<file path="src/rtl/uart_tx_feeder.sv">
// Byte FIFO ahead of the UART transmitter. Issue latency is 2 cycles from write into an empty FIFO.
// Writes while full are dropped and flagged on OVF. Issue waits for a full Busy high/low cycle before the next word.
module uart_tx_feeder #(
   parameter int DATA_WIDTH = 8,
   parameter int DEPTH      = 8
) (
   input  logic                    CLK,
   input  logic                    RST,
   input  logic [DATA_WIDTH-1:0]   WR_DATA,
   input  logic                    WR_EN,
   output logic                    FULL,
   output logic                    EMPTY,
   output logic [$clog2(DEPTH):0]  COUNT,
   output logic                    OVF,
   input  logic                    Busy,
   output logic [DATA_WIDTH-1:0]   TX_P_DATA,
   output logic                    TX_DATA_VALID
);

   localparam int AW = $clog2(DEPTH);

   localparam logic [1:0] IDLE    = 2'd0;
   localparam logic [1:0] WAIT_HI = 2'd1;
   localparam logic [1:0] WAIT_LO = 2'd2;

   logic [DATA_WIDTH-1:0] mem_q [DEPTH];

   logic [AW:0]           wr_ptr_q, wr_ptr_d;
   logic [AW:0]           rd_ptr_q, rd_ptr_d;
   logic [1:0]            state_q, state_d;
   logic [DATA_WIDTH-1:0] tx_data_q, tx_data_d;
   logic                  tx_vld_q, tx_vld_d;
   logic                  ovf_q, ovf_d;

   logic full, empty, push, pop;

   // Pointers carry one extra wrap bit so full and empty are distinguishable.
   assign empty = (wr_ptr_q == rd_ptr_q);
   assign full  = (wr_ptr_q[AW] != rd_ptr_q[AW]) &&
                  (wr_ptr_q[AW-1:0] == rd_ptr_q[AW-1:0]);

   // Full is judged on registered pointers, so a same-cycle pop cannot rescue a write.
   assign push = WR_EN && !full;
   assign pop  = (state_q == IDLE) && !empty && !Busy;

   always_comb begin
      wr_ptr_d  = wr_ptr_q;
      rd_ptr_d  = rd_ptr_q;
      state_d   = state_q;
      tx_data_d = tx_data_q;
      tx_vld_d  = 1'b0;
      ovf_d     = WR_EN && full;

      if (push) begin
         wr_ptr_d = wr_ptr_q + (AW+1)'(1);
      end

      case (state_q)
         IDLE: begin
            if (pop) begin
               tx_data_d = mem_q[rd_ptr_q[AW-1:0]];
               tx_vld_d  = 1'b1;
               rd_ptr_d  = rd_ptr_q + (AW+1)'(1);
               state_d   = WAIT_HI;
            end
         end
         WAIT_HI: begin
            if (Busy) begin
               state_d = WAIT_LO;
            end
         end
         WAIT_LO: begin
            if (!Busy) begin
               state_d = IDLE;
            end
         end
         default: begin
            state_d = IDLE;
         end
      endcase
   end

   always_ff @(posedge CLK or negedge RST) begin
      if (!RST) begin
         wr_ptr_q  <= '0;
         rd_ptr_q  <= '0;
         state_q   <= IDLE;
         tx_data_q <= '0;
         tx_vld_q  <= 1'b0;
         ovf_q     <= 1'b0;
      end else begin
         wr_ptr_q  <= wr_ptr_d;
         rd_ptr_q  <= rd_ptr_d;
         state_q   <= state_d;
         tx_data_q <= tx_data_d;
         tx_vld_q  <= tx_vld_d;
         ovf_q     <= ovf_d;
      end
   end

   // Storage is deliberately not reset; the pointers alone define validity.
   always_ff @(posedge CLK) begin
      if (push) begin
         mem_q[wr_ptr_q[AW-1:0]] <= WR_DATA;
      end
   end

   assign FULL          = full;
   assign EMPTY         = empty;
   assign COUNT         = wr_ptr_q - rd_ptr_q;
   assign OVF           = ovf_q;
   assign TX_P_DATA     = tx_data_q;
   assign TX_DATA_VALID = tx_vld_q;

endmodule
</file>
<file path="config.mk">
export PLATFORM = sky130hd
export DESIGN_NAME = uart_tx_feeder
export DESIGN_NICKNAME = d
export VERILOG_FILES = /design/src/rtl/uart_tx_feeder.sv
export SDC_FILE = /design/constraint.sdc
export NUM_CORES = 1
export LEC_CHECK = 0
export BUFFER_PORTS_ARGS = -buffer_cell sky130_fd_sc_hd__buf_2
export CAP_MARGIN = 20
export CORE_UTILIZATION = 55
export DETAILED_ROUTE_END_ITERATION = 10
export GPL_ROUTABILITY_DRIVEN = 0
export PLACE_DENSITY = 0.81
export RECOVER_POWER = 25
export SLEW_MARGIN = 30
export SYNTH_ARGS = -nofsm -noshare
export SYNTH_HDL_FRONTEND = slang
export SYNTH_SLANG_ARGS = --single-unit
export TNS_END_PERCENT = 10
</file>
<file path="constraint.sdc">
create_clock -name CLK -period 5.5 [get_ports CLK]
set_clock_uncertainty 0.15 [all_clocks]
set_input_delay 0.275 -clock CLK [delete_from_list [all_inputs] [get_ports CLK]]
set_output_delay 0.275 -clock CLK [all_outputs]
set_load 0.05 [all_outputs]
</file>
Yosys cells after proc, flatten, opt, wreduce, memory -nomap -nowiden
Memory sizes are Yosys's and may differ from the RTL's. A register that Yosys moved wholly into a read port is not among the register bits. Index checks and enable logic that the tools add are counted.

Memory bits (writable): 64. Register bits: 12. Memories: 1.

Equality and inequality tests: 8. Reductions and logical operators: 12. Add/subtract/negate cells: 3. Multiplexer cells: 8.

Memory list: mem_q (words 8, width 8, rd ports 1, clocked after Yosys merged registers in 1, wr ports 1, line 26) `logic [DATA_WIDTH-1:0] mem_q [DEPTH];`.

Operators by type and width (count): 4-bit by 1-bit adder with 4-bit output (second input constant) (2); 2-bit two-way mux (3); 2-bit != test (second input constant) (3); 2-bit one-hot mux with 3 select lines (1); 1-bit logical AND (5); 4-bit equality test (1); 1-bit zero test (4); 1-bit two-way mux (4); 4-bit subtractor (1); 3-bit equality test (1); 3-bit AND reduction (1); 2-bit by 1-bit equality test with 1-bit output (second input constant) (1); 2-bit equality test (second input constant) (1); 2-bit zero test (1); 2-bit AND reduction (1); 1-bit != test (1).

Logic depth before layout (Yosys ltp)
Depth after elaboration: 6. Depth in mapped cells: 9.

Worst setup path after synthesis
No wires, ideal clock.

Path type: register -> register. Start point: register rd_ptr_q[1]. End point: memory mem_q[0][0], enable pin. Setup slack: 2326 ps. Data arrival time: 2641 ps. Clock period less this slack: 3174 ps. Stages on the path, launching flop included: 9. Setup time: 383 ps. Buffers on the path: 2. Path through: dfrtp_1 -> buf_2 -> buf_1 -> inv_1 -> ha_1 -> and3_1 -> a21boi_0 -> nand2_1 -> nor3_1.

Word-level cells in the longest chain between the ends: 6.

RTL lines: start: declaration (line 29) `logic [AW:0] rd_ptr_q, rd_ptr_d;`; start signal: assignment (line 93) `rd_ptr_q <= rd_ptr_d;`; 3-bit equality test (line 40) `(wr_ptr_q[AW-1:0] == rd_ptr_q[AW-1:0]);`; 1-bit logical AND (line 39) `assign full = (wr_ptr_q[AW] != rd_ptr_q[AW]) &&`; 1-bit zero test (line 43) `assign push = WR_EN && !full;`; 1-bit logical AND (line 43); 1-bit two-way mux (line 103) `if (push) begin`; 1-bit two-way mux (not written as such) (line 104) `mem_q[wr_ptr_q[AW-1:0]] <= WR_DATA;`; end: declaration (line 26).

No other way between the ends.

Final worst setup path
Start point: register rd_ptr_q[1]. End point: memory mem_q[2][4], enable pin.

Same word-level chain as after synthesis.

==> impl_metrics.ini <==
[timing]
min_period_ps = 3470
drv_slew = 0
fmax_mhz = 288
tightest_slew_ps = 864
slew_headroom_pct = 42.4
finalSetupViolations = 0
fin_tns_setup_ps = 0
final.period_utilization_pct = 63.1
rsz0062_at_grt = false
finalHoldViolCount = 0

[cells_and_area]
syn_to_final_growth_pct = 13.0
fill_cells = 421
fin_nets = 251
diodes = 0
drive_above_1_share_pct = 28.2

[placement]
dp_hpwl_um = 4210
port_buffers = 27

[yosys]
synth_compound_area_share_pct = 4.77
syn_avg_cell_area_sq_um = 17.2
ys_ff_latch = 84
synth_area_sq_mm = 0.00341
synthCells = 198
synth_cell_type_count = 31
synth_top_family_by_area = multiplexers
synth_fa_ha_area_share_pct = 2.42
yosys.area_share.xor_xnor_pct = 2.79
yosys.area_share.simple_pct = 6.34
synth_mux_area_share_pct = 10.6
seq_area_frac_synth_pct = 71.0
syn_nets = 216
synth_warnings = 0

[floorplanning]
die_h_um = 80.8
ios = 28
die-width_um = 80.8
std_cell_rows = 28
initial_core_util_pct = 57.3
fp.coreArea_sq_mm = 0.00596
dieArea_sq_mm = 0.00652

[grt]
grt_pass1_vias = 1794
antenna_found_initial = 0
grt_usage_pct = 21.6
grt_pass1_wl_um = 9680
grt_max_degree = 23
gr-total-overflow = 0

[clock_network]
root_buffer = clkbuf_8
clock_latency_ps = 340
clock_path_buffers = 2
cts-resized-gates = 0
cts_tree = yes
path_clk_slew_ps = 80
cts_sinks = 84
htreeDepth = 3
numCtsBuffers = 9

[worst_setup_path]
rr_startpoint = rd_ptr_q[1]
cp-end-kind = register
max_stage_delay_ps = 910
crit_path_top_delay_cell = dfrtp_1
crit_chain = inv_1 > ha_1 > and3_1 > a21boi_0 > nand2_1 > nor2_1
path_max_fanout = 20
critPathKind = register to register
startpoint_type = register
crit_arrival_ps = 3300
cp.required_ps = 5330
crit_start = rd_ptr_q[1]

[job]
cap_viol_max_count = 0

[detailed_routing]
vias = 1753
drc_errors = 0
dr.pass1.iters = 4
antenna_left = 0
wl_per_cell_um = 19.2
vias_per_cell = 5.60
drt_wl_total_um = 6000
drt_iter0_markers = 117

[outcome]
status = complete, no violations

[hold_path]
hold_start = WR_EN
holdCritPathClass = primary input to register
==> registers in the layout, indices dropped and copies added, names as in the netlist <==
| name | cells |
|---|---|
| mem_q | 64 |
| TX_P_DATA | 8 |
| rd_ptr_q | 4 |
| wr_ptr_q | 4 |
| state_q | 2 |
| OVF | 1 |
| TX_DATA_VALID | 1 |
==> timing repair <==
| item | CTS | global route |
|---|---|---|
| setup buffers | 0 | 0 |
| hold endpoints to repair | 21 | 0 |
| setup endpoints to repair | 0 | 0 |
| hold buffers | 2 | 0 |
==> placed cells by master, fill, tap and decap left out, types with 3 or more instances in the layout <==
| master | synthesis | routed |
|---|---|---|
| a31oi_2 | 8 | 8 |
| xnor2_1 | 6 | 6 |
| buf_2 | 2 | 21 |
| nor2_1 | 15 | 15 |
| edfxtp_1 | 64 | 64 |
| mux4_2 | 16 | 16 |
| dfrtp_1 | 20 | 20 |
| nand2_1 | 26 | 26 |
| clkbuf_8 | 0 | 9 |
| inv_6 | 0 | 3 |
| clkbuf_1 | 1 | 6 |
| ha_1 | 5 | 5 |
| inv_1 | 7 | 7 |
| xor2_1 | 3 | 3 |
==> kinds of logic after synthesis <==
| family | Yosys count |
|---|---|
| flip-flops | 84 |
| XOR/XNOR | 10 |
| buffers and inverters | 15 |
| AO/OA/AOI/OAI | 15 |
| adder cells (fa/ha/maj) | 6 |
| multiplexers | 16 |
| AND/OR/NAND/NOR | 52 |
==> critical path, delay by kind of cell (launching register included) <==
kind	cells	cell delay, ps
simple gates	3	1080
flops	1	910
compound gates	1	450
fa+ha+maj	1	340
buf+inv	1	150
==> stage by stage <==
stage	cell area [sq um]	utilization, %	setup WS, ps	cells	hold slack (ps)
6_report	3860	64.7	2030	313	45.7
4_1_cts	3860	64.9	2030	313	29.6
3_3_place_gp	3610	60.7	1960	295	89.6
5_1_grt	3860	64.7	1730	313	42.7
3_5_place_dp	3620	60.8	2050	295	100
2_1_floorplan	3410	-	2330	198	-171
==> routing by layer <==
layer	track usage [%]	up-vias	wire length (um)
met5	0	-	0
met4	9.29	0	104
met3	6.07	12	278
met2	33.1	46	3000
met1	29.5	878	2620
li1	-	817	-
==> layout make-up <==
cell class / count / area (sq um) / share of cell area, %
sequential: 84 / 2420 / 62.8
multi-input combinational: 99 / 927 / 24.0
timing repair buffer: 31 / 163 / 4.22
clock buffer: 9 / 124 / 3.21
clock inverter: 7 / 96.3 / 2.50
tap: 75 / 93.8 / 2.43
inverter: 8 / 30.0 / 0.779
==> worst paths after layout <==
check	endpoint	slack, ps	cells past startpoint
max in group asynchronous	wr_ptr_q[3]	4640	2
min reg2reg	TX_P_DATA[2]	400	2
max	mem_q[2][4]	2030	6
min	OVF	50	2
max reg2reg	mem_q[2][4]	2030	6
min in group asynchronous	rd_ptr_q[1]	250	2
==> cell usage after synthesis (all sizes together) <==
| cell | number | area share [%] |
|---|---|---|
| inv | 7 | 0.77 |
| a21o | 1 | 0.22 |
| a2111oi | 1 | 0.81 |
| ha | 5 | 1.8 |
| edfxtp | 64 | 56 |
| or3 | 1 | 0.18 |
| o21ai | 3 | 0.44 |
| and3 | 2 | 0.37 |
| dfrtp | 20 | 15 |
| nand2 | 26 | 2.9 |
| nand2b | 1 | 0.18 |
| buf | 6 | 1.2 |
| and2 | 1 | 0.18 |
| nand4 | 1 | 0.18 |
| nor3 | 4 | 0.59 |
| a21oi | 1 | 0.15 |
| nand3 | 1 | 0.15 |
| xnor2 | 7 | 2.0 |
| nor2 | 15 | 1.6 |
| a31oi | 8 | 2.9 |
| a21boi | 1 | 0.22 |
| xor2 | 3 | 0.77 |
| fa | 1 | 0.59 |
| clkinv | 1 | 0.11 |
| mux4 | 16 | 11 |
| clkbuf | 1 | 0.11 |
Power is not shown: default switching activity piles up to over one toggle a cycle in this logic, so the estimate is an artifact.
